### src/rtl/uart_pkg.sv
// Shared types and constants for the buffered UART transmitter.
package uart_pkg;

    localparam int unsigned UART_DATA_BITS  = 8;
    localparam logic        UART_IDLE_LEVEL = 1'b1;

    typedef enum logic [2:0] {
        IDLE,
        START,
        DATA,
        PARITY,
        STOP
    } uart_tx_state_e;

endpackage

### src/rtl/uart_tx_fifo.sv
// Synchronous byte FIFO with registered occupancy and registered ready flag.
module uart_tx_fifo #(
    parameter int unsigned DEPTH = 8,
    parameter int unsigned WIDTH = 8
) (
    input  logic                     clk_i,
    input  logic                     rst_i,
    input  logic                     push_i,
    input  logic [WIDTH-1:0]         data_i,
    input  logic                     pop_i,
    output logic [WIDTH-1:0]         head_c,
    output logic [$clog2(DEPTH):0]   level_o,
    output logic                     ready_o,
    output logic                     empty_c,
    output logic                     empty_nxt_c
);

    localparam int unsigned PTR_W = $clog2(DEPTH);
    localparam int unsigned LVL_W = PTR_W + 1;

    logic [WIDTH-1:0] mem_q [DEPTH];
    logic [PTR_W-1:0] wr_ptr_q, wr_ptr_d;
    logic [PTR_W-1:0] rd_ptr_q, rd_ptr_d;
    logic [LVL_W-1:0] level_q, level_d;
    logic             ready_q, ready_d;
    logic             full_c;
    logic             push_ok_c;
    logic             pop_ok_c;

    assign full_c      = (level_q == LVL_W'(DEPTH));
    assign empty_c     = (level_q == '0);
    assign empty_nxt_c = (level_d == '0);
    assign push_ok_c   = push_i && !full_c;
    assign pop_ok_c    = pop_i && !empty_c;
    assign head_c      = mem_q[rd_ptr_q];
    assign level_o     = level_q;
    assign ready_o     = ready_q;

    // Pointer, occupancy and ready next-state; pointers wrap on the power-of-two depth.
    always_comb begin
        wr_ptr_d = wr_ptr_q;
        rd_ptr_d = rd_ptr_q;
        level_d  = level_q;
        if (push_ok_c) begin
            wr_ptr_d = wr_ptr_q + 1'b1;
        end
        if (pop_ok_c) begin
            rd_ptr_d = rd_ptr_q + 1'b1;
        end
        case ({push_ok_c, pop_ok_c})
            2'b10:   level_d = level_q + 1'b1;
            2'b01:   level_d = level_q - 1'b1;
            default: level_d = level_q;
        endcase
        ready_d = (level_d < LVL_W'(DEPTH));
    end

    // Control registers; reset flushes the FIFO by clearing pointers and level.
    always_ff @(posedge clk_i) begin
        if (rst_i) begin
            wr_ptr_q <= '0;
            rd_ptr_q <= '0;
            level_q  <= '0;
            ready_q  <= 1'b1;
        end else begin
            wr_ptr_q <= wr_ptr_d;
            rd_ptr_q <= rd_ptr_d;
            level_q  <= level_d;
            ready_q  <= ready_d;
        end
    end

    // Storage array; contents need no reset since the pointers define validity.
    always_ff @(posedge clk_i) begin
        if (push_ok_c) begin
            mem_q[wr_ptr_q] <= data_i;
        end
    end

endmodule

### src/rtl/uart_tx_buffered.sv
// Buffered 8N1/8E1 UART transmitter: byte FIFO feeding a bit-serialising FSM.
module uart_tx_buffered #(
    parameter int unsigned FIFO_DEPTH = 8,
    parameter bit          PARITY_EN  = 1'b0,
    parameter int unsigned DIV_WIDTH  = 16
) (
    input  logic                          clk_i,
    input  logic                          rst_i,
    input  logic [7:0]                    tx_data_i,
    input  logic                          tx_valid_i,
    output logic                          tx_ready_o,
    input  logic [DIV_WIDTH-1:0]          cfg_div_i,
    output logic                          tx_o,
    output logic                          busy_o,
    output logic [$clog2(FIFO_DEPTH):0]   fifo_level_o
);

    import uart_pkg::*;

    localparam int unsigned IDX_W = $clog2(UART_DATA_BITS);

    uart_tx_state_e              state_q, state_d;
    logic [DIV_WIDTH-1:0]        cnt_q, cnt_d;
    logic [DIV_WIDTH-1:0]        period_q, period_d;
    logic [IDX_W-1:0]            bit_idx_q, bit_idx_d;
    logic [UART_DATA_BITS-1:0]   shift_q, shift_d;
    logic                        parity_q, parity_d;
    logic                        tx_q, tx_d;
    logic                        busy_q, busy_d;

    logic                        pop_c;
    logic [UART_DATA_BITS-1:0]   head_c;
    logic                        empty_c;
    logic                        empty_nxt_c;
    logic [DIV_WIDTH-1:0]        div_eff_c;

    // A zero divisor would stall the bit counter, so it is promoted to one clock per bit.
    assign div_eff_c = (cfg_div_i == '0) ? DIV_WIDTH'(1) : cfg_div_i;

    uart_tx_fifo #(
        .DEPTH (FIFO_DEPTH),
        .WIDTH (UART_DATA_BITS)
    ) u_fifo (
        .clk_i       (clk_i),
        .rst_i       (rst_i),
        .push_i      (tx_valid_i),
        .data_i      (tx_data_i),
        .pop_i       (pop_c),
        .head_c      (head_c),
        .level_o     (fifo_level_o),
        .ready_o     (tx_ready_o),
        .empty_c     (empty_c),
        .empty_nxt_c (empty_nxt_c)
    );

    // Frame sequencing: each bit is held for period_q clocks via a reload-and-count-down counter.
    always_comb begin
        state_d   = state_q;
        cnt_d     = cnt_q;
        period_d  = period_q;
        bit_idx_d = bit_idx_q;
        shift_d   = shift_q;
        parity_d  = parity_q;
        tx_d      = tx_q;
        pop_c     = 1'b0;

        case (state_q)
            IDLE: begin
                tx_d = UART_IDLE_LEVEL;
                if (!empty_c) begin
                    pop_c     = 1'b1;
                    shift_d   = head_c;
                    period_d  = div_eff_c;
                    cnt_d     = div_eff_c - 1'b1;
                    bit_idx_d = '0;
                    parity_d  = 1'b0;
                    tx_d      = 1'b0;
                    state_d   = START;
                end
            end
            START: begin
                if (cnt_q == '0) begin
                    cnt_d     = period_q - 1'b1;
                    bit_idx_d = '0;
                    tx_d      = shift_q[0];
                    parity_d  = shift_q[0];
                    state_d   = DATA;
                end else begin
                    cnt_d = cnt_q - 1'b1;
                end
            end
            DATA: begin
                if (cnt_q == '0) begin
                    cnt_d = period_q - 1'b1;
                    if (bit_idx_q == IDX_W'(UART_DATA_BITS - 1)) begin
                        if (PARITY_EN) begin
                            tx_d    = parity_q;
                            state_d = PARITY;
                        end else begin
                            tx_d    = UART_IDLE_LEVEL;
                            state_d = STOP;
                        end
                    end else begin
                        bit_idx_d = bit_idx_q + 1'b1;
                        tx_d      = shift_q[bit_idx_d];
                        parity_d  = parity_q ^ shift_q[bit_idx_d];
                    end
                end else begin
                    cnt_d = cnt_q - 1'b1;
                end
            end
            PARITY: begin
                if (cnt_q == '0) begin
                    cnt_d   = period_q - 1'b1;
                    tx_d    = UART_IDLE_LEVEL;
                    state_d = STOP;
                end else begin
                    cnt_d = cnt_q - 1'b1;
                end
            end
            STOP: begin
                if (cnt_q == '0) begin
                    if (!empty_c) begin
                        pop_c     = 1'b1;
                        shift_d   = head_c;
                        period_d  = div_eff_c;
                        cnt_d     = div_eff_c - 1'b1;
                        bit_idx_d = '0;
                        parity_d  = 1'b0;
                        tx_d      = 1'b0;
                        state_d   = START;
                    end else begin
                        tx_d    = UART_IDLE_LEVEL;
                        state_d = IDLE;
                    end
                end else begin
                    cnt_d = cnt_q - 1'b1;
                end
            end
            default: begin
                tx_d    = UART_IDLE_LEVEL;
                state_d = IDLE;
            end
        endcase

        busy_d = (state_d != IDLE) || !empty_nxt_c;
    end

    // State and datapath registers; reset aborts any frame and drives the line idle.
    always_ff @(posedge clk_i) begin
        if (rst_i) begin
            state_q   <= IDLE;
            cnt_q     <= '0;
            period_q  <= '0;
            bit_idx_q <= '0;
            shift_q   <= '0;
            parity_q  <= 1'b0;
            tx_q      <= UART_IDLE_LEVEL;
            busy_q    <= 1'b0;
        end else begin
            state_q   <= state_d;
            cnt_q     <= cnt_d;
            period_q  <= period_d;
            bit_idx_q <= bit_idx_d;
            shift_q   <= shift_d;
            parity_q  <= parity_d;
            tx_q      <= tx_d;
            busy_q    <= busy_d;
        end
    end

    assign tx_o   = tx_q;
    assign busy_o = busy_q;

endmodule

### config.mk
export PLATFORM = sky130hd
export DESIGN_NAME = uart_tx_buffered
export DESIGN_NICKNAME = d
export VERILOG_FILES = /design/src/rtl/uart_pkg.sv /design/src/rtl/uart_tx_fifo.sv /design/src/rtl/uart_tx_buffered.sv
export SDC_FILE = /design/constraint.sdc
export NUM_CORES = 1
export LEC_CHECK = 0
export CORE_AREA = 2 2 181 112
export CTS_BUF_LIST = sky130_fd_sc_hd__clkbuf_8 sky130_fd_sc_hd__clkbuf_16
export DETAILED_ROUTE_END_ITERATION = 16
export DIE_AREA = 0 0 183 114
export GPL_TIMING_DRIVEN = 0
export HOLD_SLACK_MARGIN = 0.03
export PLACE_DENSITY_LB_ADDON = 0.15
export SYNTH_ARGS = -nofsm -noshare
export SYNTH_HDL_FRONTEND = slang
export SYNTH_SLANG_ARGS = --single-unit
### constraint.sdc
create_clock -name clk_i -period 8.13 [get_ports clk_i]
set_input_delay 1.626 -clock clk_i [delete_from_list [all_inputs] [get_ports clk_i]]
set_output_delay 1.626 -clock clk_i [all_outputs]
set_load 0.01 [all_outputs]
# ---- Word-level counts from Yosys, hierarchy flattened
# Memories as Yosys holds them, arrays and structs flattened. A register that Yosys moved wholly into a read port is not among the register bits.
# Index checks and enable logic that the tools add are counted.
dict set report op_classes {
  n_addsub 8
  n_mul 0
  n_div 0
  n_lt_le_gt_ge 2
  n_eq_ne 13
  shift 0
  mux 42
  n_bitwise 0
  n_reduce_logical 19
}
# operator n
set op_table {}
lappend op_table {{2-to-1 mux 16 bit} 6}
lappend op_table {{one-hot mux 16 bit (3 select lines)} 1}
lappend op_table {{subtractor 16 x 1 -> 16 bit (second input constant)} 3}
lappend op_table {{2-to-1 mux 3 bit} 13}
lappend op_table {{logical NOT 16 bit} 2}
lappend op_table {{one-hot mux 16 bit (2 select lines)} 1}
lappend op_table {{2-to-1 mux 8 bit} 2}
lappend op_table {{one-hot mux 8 bit (2 select lines)} 1}
lappend op_table {{one-hot mux 3 bit (5 select lines)} 1}
lappend op_table {{2-to-1 mux 1 bit} 12}
lappend op_table {{one-hot mux 3 bit (4 select lines)} 1}
lappend op_table {{!= test 2 bit (second input constant)} 5}
lappend op_table {{adder 3 x 1 -> 3 bit (second input constant)} 3}
lappend op_table {{logical NOT 4 bit} 2}
lappend op_table {{one-hot mux 4 bit (2 select lines)} 1}
lappend op_table {{== test 3 x 2 -> 1 bit (second input constant)} 2}
lappend op_table {{== test 3 bit (second input constant)} 2}
lappend op_table {{nonzero test 3 bit} 2}
lappend op_table {{one-hot mux 1 bit (5 select lines)} 1}
lappend op_table {{AND reduction 5 bit} 1}
lappend op_table {{adder 4 x 1 -> 4 bit (second input constant)} 1}
lappend op_table {{== test 4 bit (second input constant)} 1}
lappend op_table {{less-than comparator 3 x 4 -> 1 bit (second input constant)} 1}
lappend op_table {{less-than comparator 4 bit (second input constant)} 1}
lappend op_table {{other kinds (15)} 18}
dict set report word_totals {
  reg_bits 59
  latchBits 0
  ram_bits 64
  romBits 0
  inputBits 27
  n_memories 1
}
# memory words width read_ports rd_ports_with_merged_regs write_ports line
set mem_list {}
lappend mem_list {u_fifo.mem_q 8 8 1 1 1 uart_tx_fifo.sv:21} ;# logic [WIDTH-1:0] mem_q [DEPTH];

# ---- Depth between registers and ports, before layout
dict set report logic_depth {
  depth_word 10
  ltp_mapped 17
  depth_no_buf 15
}

# ---- Modules after synthesis
# A second synthesis with hierarchy kept.
dict set report unflattened {
  hier_cells 647
  hier_area_um2 6752.7
}
# module instances cells_each area_each_um2
set by_module_without_submodules {}
lappend by_module_without_submodules {uart_tx_buffered 1 464 3489.6}
lappend by_module_without_submodules {uart_tx_fifo 1 183 3263.1}

# ---- Least setup slack after synthesis
# OpenSTA, ideal clock, no wires.
dict set report synth_timing {
  path_kind {in2reg}
  from {input port cfg_div_i[6]}
  to {register cnt_q[4]}
  t_arrival_ns 3.868
  required_time_ns 8.039
  path_slack_ns 4.171
  stages 10
  n_path_buf 0
  path_cell_list {or4_1 -> nor3_1 -> a21oi_1 -> ha_1 -> nor3b_1 -> xnor2_1 -> nor2_1 -> a21oi_1 -> mux4_2 -> a311oi_1}
}
dict set report synth_between {
  elab_chain_len 6
}
# element line
set synth_rtl {}
lappend synth_rtl {{start, declared} uart_tx_buffered.sv:12} ;# input logic [DIV_WIDTH-1:0] cfg_div_i,
lappend synth_rtl {{logical NOT 16 bit *} uart_tx_buffered.sv:38} ;# assign div_eff_c = (cfg_div_i == '0) ? DIV_WIDTH'(1) : cfg_div_i;
lappend synth_rtl {{2-to-1 mux 16 bit *} uart_tx_buffered.sv:38}
lappend synth_rtl {{subtractor 16 x 1 -> 16 bit *} {uart_tx_buffered.sv:74, uart_tx_buffered.sv:127}}
lappend synth_rtl {{2-to-1 mux 16 bit *} {uart_tx_buffered.sv:70, uart_tx_buffered.sv:123}}
lappend synth_rtl {{2-to-1 mux 16 bit} uart_tx_buffered.sv:122} ;# if (cnt_q == '0) begin
lappend synth_rtl {{one-hot mux 16 bit (3 select lines) *} uart_tx_buffered.sv:67} ;# case (state_q)
lappend synth_rtl {{end signal, assigned} uart_tx_buffered.sv:162} ;# cnt_q <= cnt_d;
lappend synth_rtl {{end, declared} uart_tx_buffered.sv:23} ;# logic [DIV_WIDTH-1:0] cnt_q, cnt_d;
# Mark *: on every way between the ends. The rest lies on a longest branch, timed or not.
# A chain may end at the register's enable or synchronous reset.

# ---- Worst setup path after layout
dict set report layout_timing {
  from {input port cfg_div_i[4]}
  to {register cnt_q[12]}
}
dict set report layout_between {
  elab_chain_len 6
}
# element line
set layout_rtl {}
lappend layout_rtl {{logical NOT 16 bit} uart_tx_buffered.sv:38}
lappend layout_rtl {{2-to-1 mux 16 bit *} uart_tx_buffered.sv:38}
lappend layout_rtl {{subtractor 16 x 1 -> 16 bit *} {uart_tx_buffered.sv:74, uart_tx_buffered.sv:127}}
lappend layout_rtl {{2-to-1 mux 16 bit *} {uart_tx_buffered.sv:70, uart_tx_buffered.sv:123}}
lappend layout_rtl {{2-to-1 mux 16 bit} uart_tx_buffered.sv:122}
lappend layout_rtl {{one-hot mux 16 bit (3 select lines) *} uart_tx_buffered.sv:67}
# Marks and branches as above.

==> flow_summary.json <==
{
  "mostFrequentLayoutCells": "nand2_1 (73), nor2_1 (69), edfxtp_1 (64), dfxtp_1 (62), a21oi_1 (43)",
  "status": "finished, final reports clean",
  "finalSetupViolations": 0,
  "max_slew_margin_pct": 37.8,
  "netlist_area_mm2": 0.00661,
  "io_pins": 34,
  "synth_area_per_cell_um2": 10.4,
  "final_common_cell": "nand2_1",
  "irDropWorstVdd_mv": 0.168,
  "required_ps": 8460,
  "switching_share_pct": 41.8,
  "area_delta_synth_final_pct": 19.5,
  "synthArstFlopShare_pct": 0,
  "hold_viol": 0,
  "firstDrtPassIters": 5,
  "grt.overflow.total": 0,
  "drive_above_1_share_pct": 13.3,
  "critPathLaunchType": "input pin",
  "final_nets": 726,
  "rsz0062_at_grt": "false",
  "wl_per_cell_um": 20.8,
  "cts_sinks": 126,
  "slew_viol_final": 0,
  "yosysSeqAreaShare_pct": 47.9,
  "postCtsSetupBuffers": 0,
  "antenna_found_initial": 0,
  "ctsLongestPathBuffers": 2,
  "stdcell_area_mm2": 0.00790,
  "hold_path_class": "reg -> reg",
  "power_switching_mw": 1.32,
  "die_h_um": 114,
  "syn_inst": 634,
  "grt_pass1_vias": 5098,
  "numCtsBuffers": 17,
  "ys_ff_latch": 126,
  "cp_data_arrival_time_ps": 5210,
  "maxCapViolations": 0,
  "root_buffer": "clkbuf_16",
  "cellLeakagePower_nw": 2.66,
  "ant_nets": 0,
  "synth_edf_count": 64,
  "dpl.hpwl_um": 14900,
  "powerDensity_mw_per_mm2": 399,
  "ys_types": 72,
  "synth_flop_cell": "edfxtp_1",
  "track_usage_pct": 19.7,
  "end_kind": "register",
  "fillers": 1886,
  "port_buffers": 32,
  "drt-initial-drc-count": 604,
  "internal_power_mw": 1.83,
  "criticalPathCategory": "in -> reg",
  "cts.clk_slew.worst_paths_ps": 60,
  "dpl-instance-area_mm2": 0.00727,
  "rows": 40,
  "cts_tree": "yes",
  "antennaDiodeCount": 0,
  "drc_errors": 0,
  "seq_power_share_pct": 28.1,
  "skew_ps": 9.49,
  "grt_pass1_wl_um": 30600,
  "cts-resized-gates": 0,
  "period_minus_slack_ps": 4870,
  "wl_um": 19800,
  "cts_hold_buf": 0,
  "coreArea_mm2": 0.0194,
  "dieWidth_um": 183,
  "yosys_warnings": 0,
  "fin_crit_sh_pct": 59.9,
  "die_area_mm2": 0.0209,
  "vias_per_cell": 5.68,
  "syn_nets": 672,
  "whs_path_depth": 2,
  "vias": 5417,
  "reg2regPathDepth": 16,
  "fmax_ghz": 0.205,
  "clkPwrFrac_pct": 24.8,
  "grt_max_degree": 17,
  "tightest_slew_ps": 930,
  "finalSetupTns_ps": 0,
  "path_max_fanout": 7,
  "h-tree-depth": 4,
  "power_frac_comb_pct": 47.1,
  "gp_congestion": 0.973,
  "insertion_delay_ps": 420,
  "start_util_pct": 34.0
}
-- power groups by stage --
stage               logic [mW]  registers, mW  clock network (mW)
finish                    1.49          0.887               0.781
global route              1.61          0.900               0.826
detailed placement        1.44          0.896                   0
global placement          1.43          0.891                   0
floorplan                 1.01          0.874                   0
CTS                       1.45          0.885               0.796
-- Yosys cell counts, types with 4 or more instances --
cell type | count | area share [%]
edfxtp_1 | 64 | 29
nand2_1 | 73 | 4.1
buf_2 | 4 | 0.30
a32oi_1 | 4 | 0.53
or4_1 | 8 | 0.91
nor3b_1 | 4 | 0.45
a21oi_1 | 43 | 3.3
clkbuf_1 | 28 | 1.6
inv_1 | 9 | 0.51
o31ai_1 | 4 | 0.45
nand4_1 | 4 | 0.38
nor2_1 | 69 | 3.9
nand2b_1 | 8 | 0.76
ha_1 | 11 | 2.1
buf_6 | 4 | 0.68
mux4_2 | 19 | 6.5
dfxtp_1 | 62 | 19
a31oi_1 | 6 | 0.57
a211oi_1 | 10 | 1.1
nand3_1 | 9 | 0.68
o211ai_1 | 7 | 0.80
or2_2 | 5 | 0.47
nor3_1 | 21 | 1.6
xor2_1 | 17 | 2.3
o21ai_0 | 16 | 1.2
nor4_1 | 13 | 1.2
mux2i_1 | 17 | 2.6
xnor2_1 | 20 | 2.7
a22oi_1 | 5 | 0.57
a311oi_1 | 6 | 0.80
-- routing by layer --
metal  GRT usage [%]  wire, um
met2            24.7      7490
met5               0         0
met1            31.3     10100
met3            6.58      2050
met4            5.12       172
-- cell type report --
cell class	instances	area (um2)	area share [%]
inverter	10	42.5	0.539
buffer	40	189	2.39
sequential	126	3160	40.1
clock buffer	23	564	7.15
multi-input combinational	458	3220	40.8
clock inverter	9	62.6	0.792
tap	252	315	3.99
timing repair buffer	35	338	4.28
-- registers in the layout, summed over array words and instances (netlist names), named ones only --
name,flops
bit_idx_q,3
busy_o,1
cnt_q,16
period_q,16
shift_q,8
state_q,3
tx_o,1
u_fifo.level_o,4
u_fifo.mem_q,64
u_fifo.rd_ptr_q,3
u_fifo.ready_o,1
u_fifo.wr_ptr_q,3
-- final timing paths --
kind / start / to / slack (ps)
setup reg to reg: cnt_q[7]$_SDFFE_PP0P_ / busy_o$_SDFF_PP0_ / 4150
hold / removal: bit_idx_q[2]$_SDFFE_PP0P_ / bit_idx_q[2]$_SDFFE_PP0P_ / 470
hold reg to reg: bit_idx_q[2]$_SDFFE_PP0P_ / bit_idx_q[2]$_SDFFE_PP0P_ / 470
setup / recovery: cfg_div_i[4] / cnt_q[12]$_SDFFE_PP0P_ / 3260
-- cell families after synthesis --
family	after synthesis	synth area share [%]
XOR/XNOR	37	4.90
AND/OR/NAND/NOR	241	18.6
adder cells (fa/ha/maj)	11	2.08
buffers and inverters	50	3.50
AO/OA/AOI/OAI	132	13.8
multiplexers	37	9.22
flip-flops	126	47.9
-- stage by stage --
| step | power [mW] | setup slack, ps | hold slack [ps] | util (%) | std cells |
|---|---|---|---|---|---|
| 5_1_grt | 3.33 | 3130 | 493 | 40.7 | 953 |
| 6_report | 3.15 | 3260 | 470 | 40.7 | 953 |
| 3_3_place_gp | 2.32 | 2910 | 445 | 37.3 | 918 |
| 2_1_floorplan | 1.88 | 4170 | 436 | - | 634 |
| 3_5_place_dp | 2.34 | 2940 | 464 | 37.4 | 921 |
| 4_1_cts | 3.13 | 3380 | 472 | 40.7 | 953 |
-- worst max-delay path, stage by stage --
cell,delay [ps]
clkdlybuf4s50_1,650
or4_1,280
nor3_1,60
a21oi_1,410
ha_1,260
nor3b_1,680
nand2_1,220
or4_1,440
a32oi_1,230
a31oi_1,130
o22ai_1,230
(Power assumes the default switching activity.)
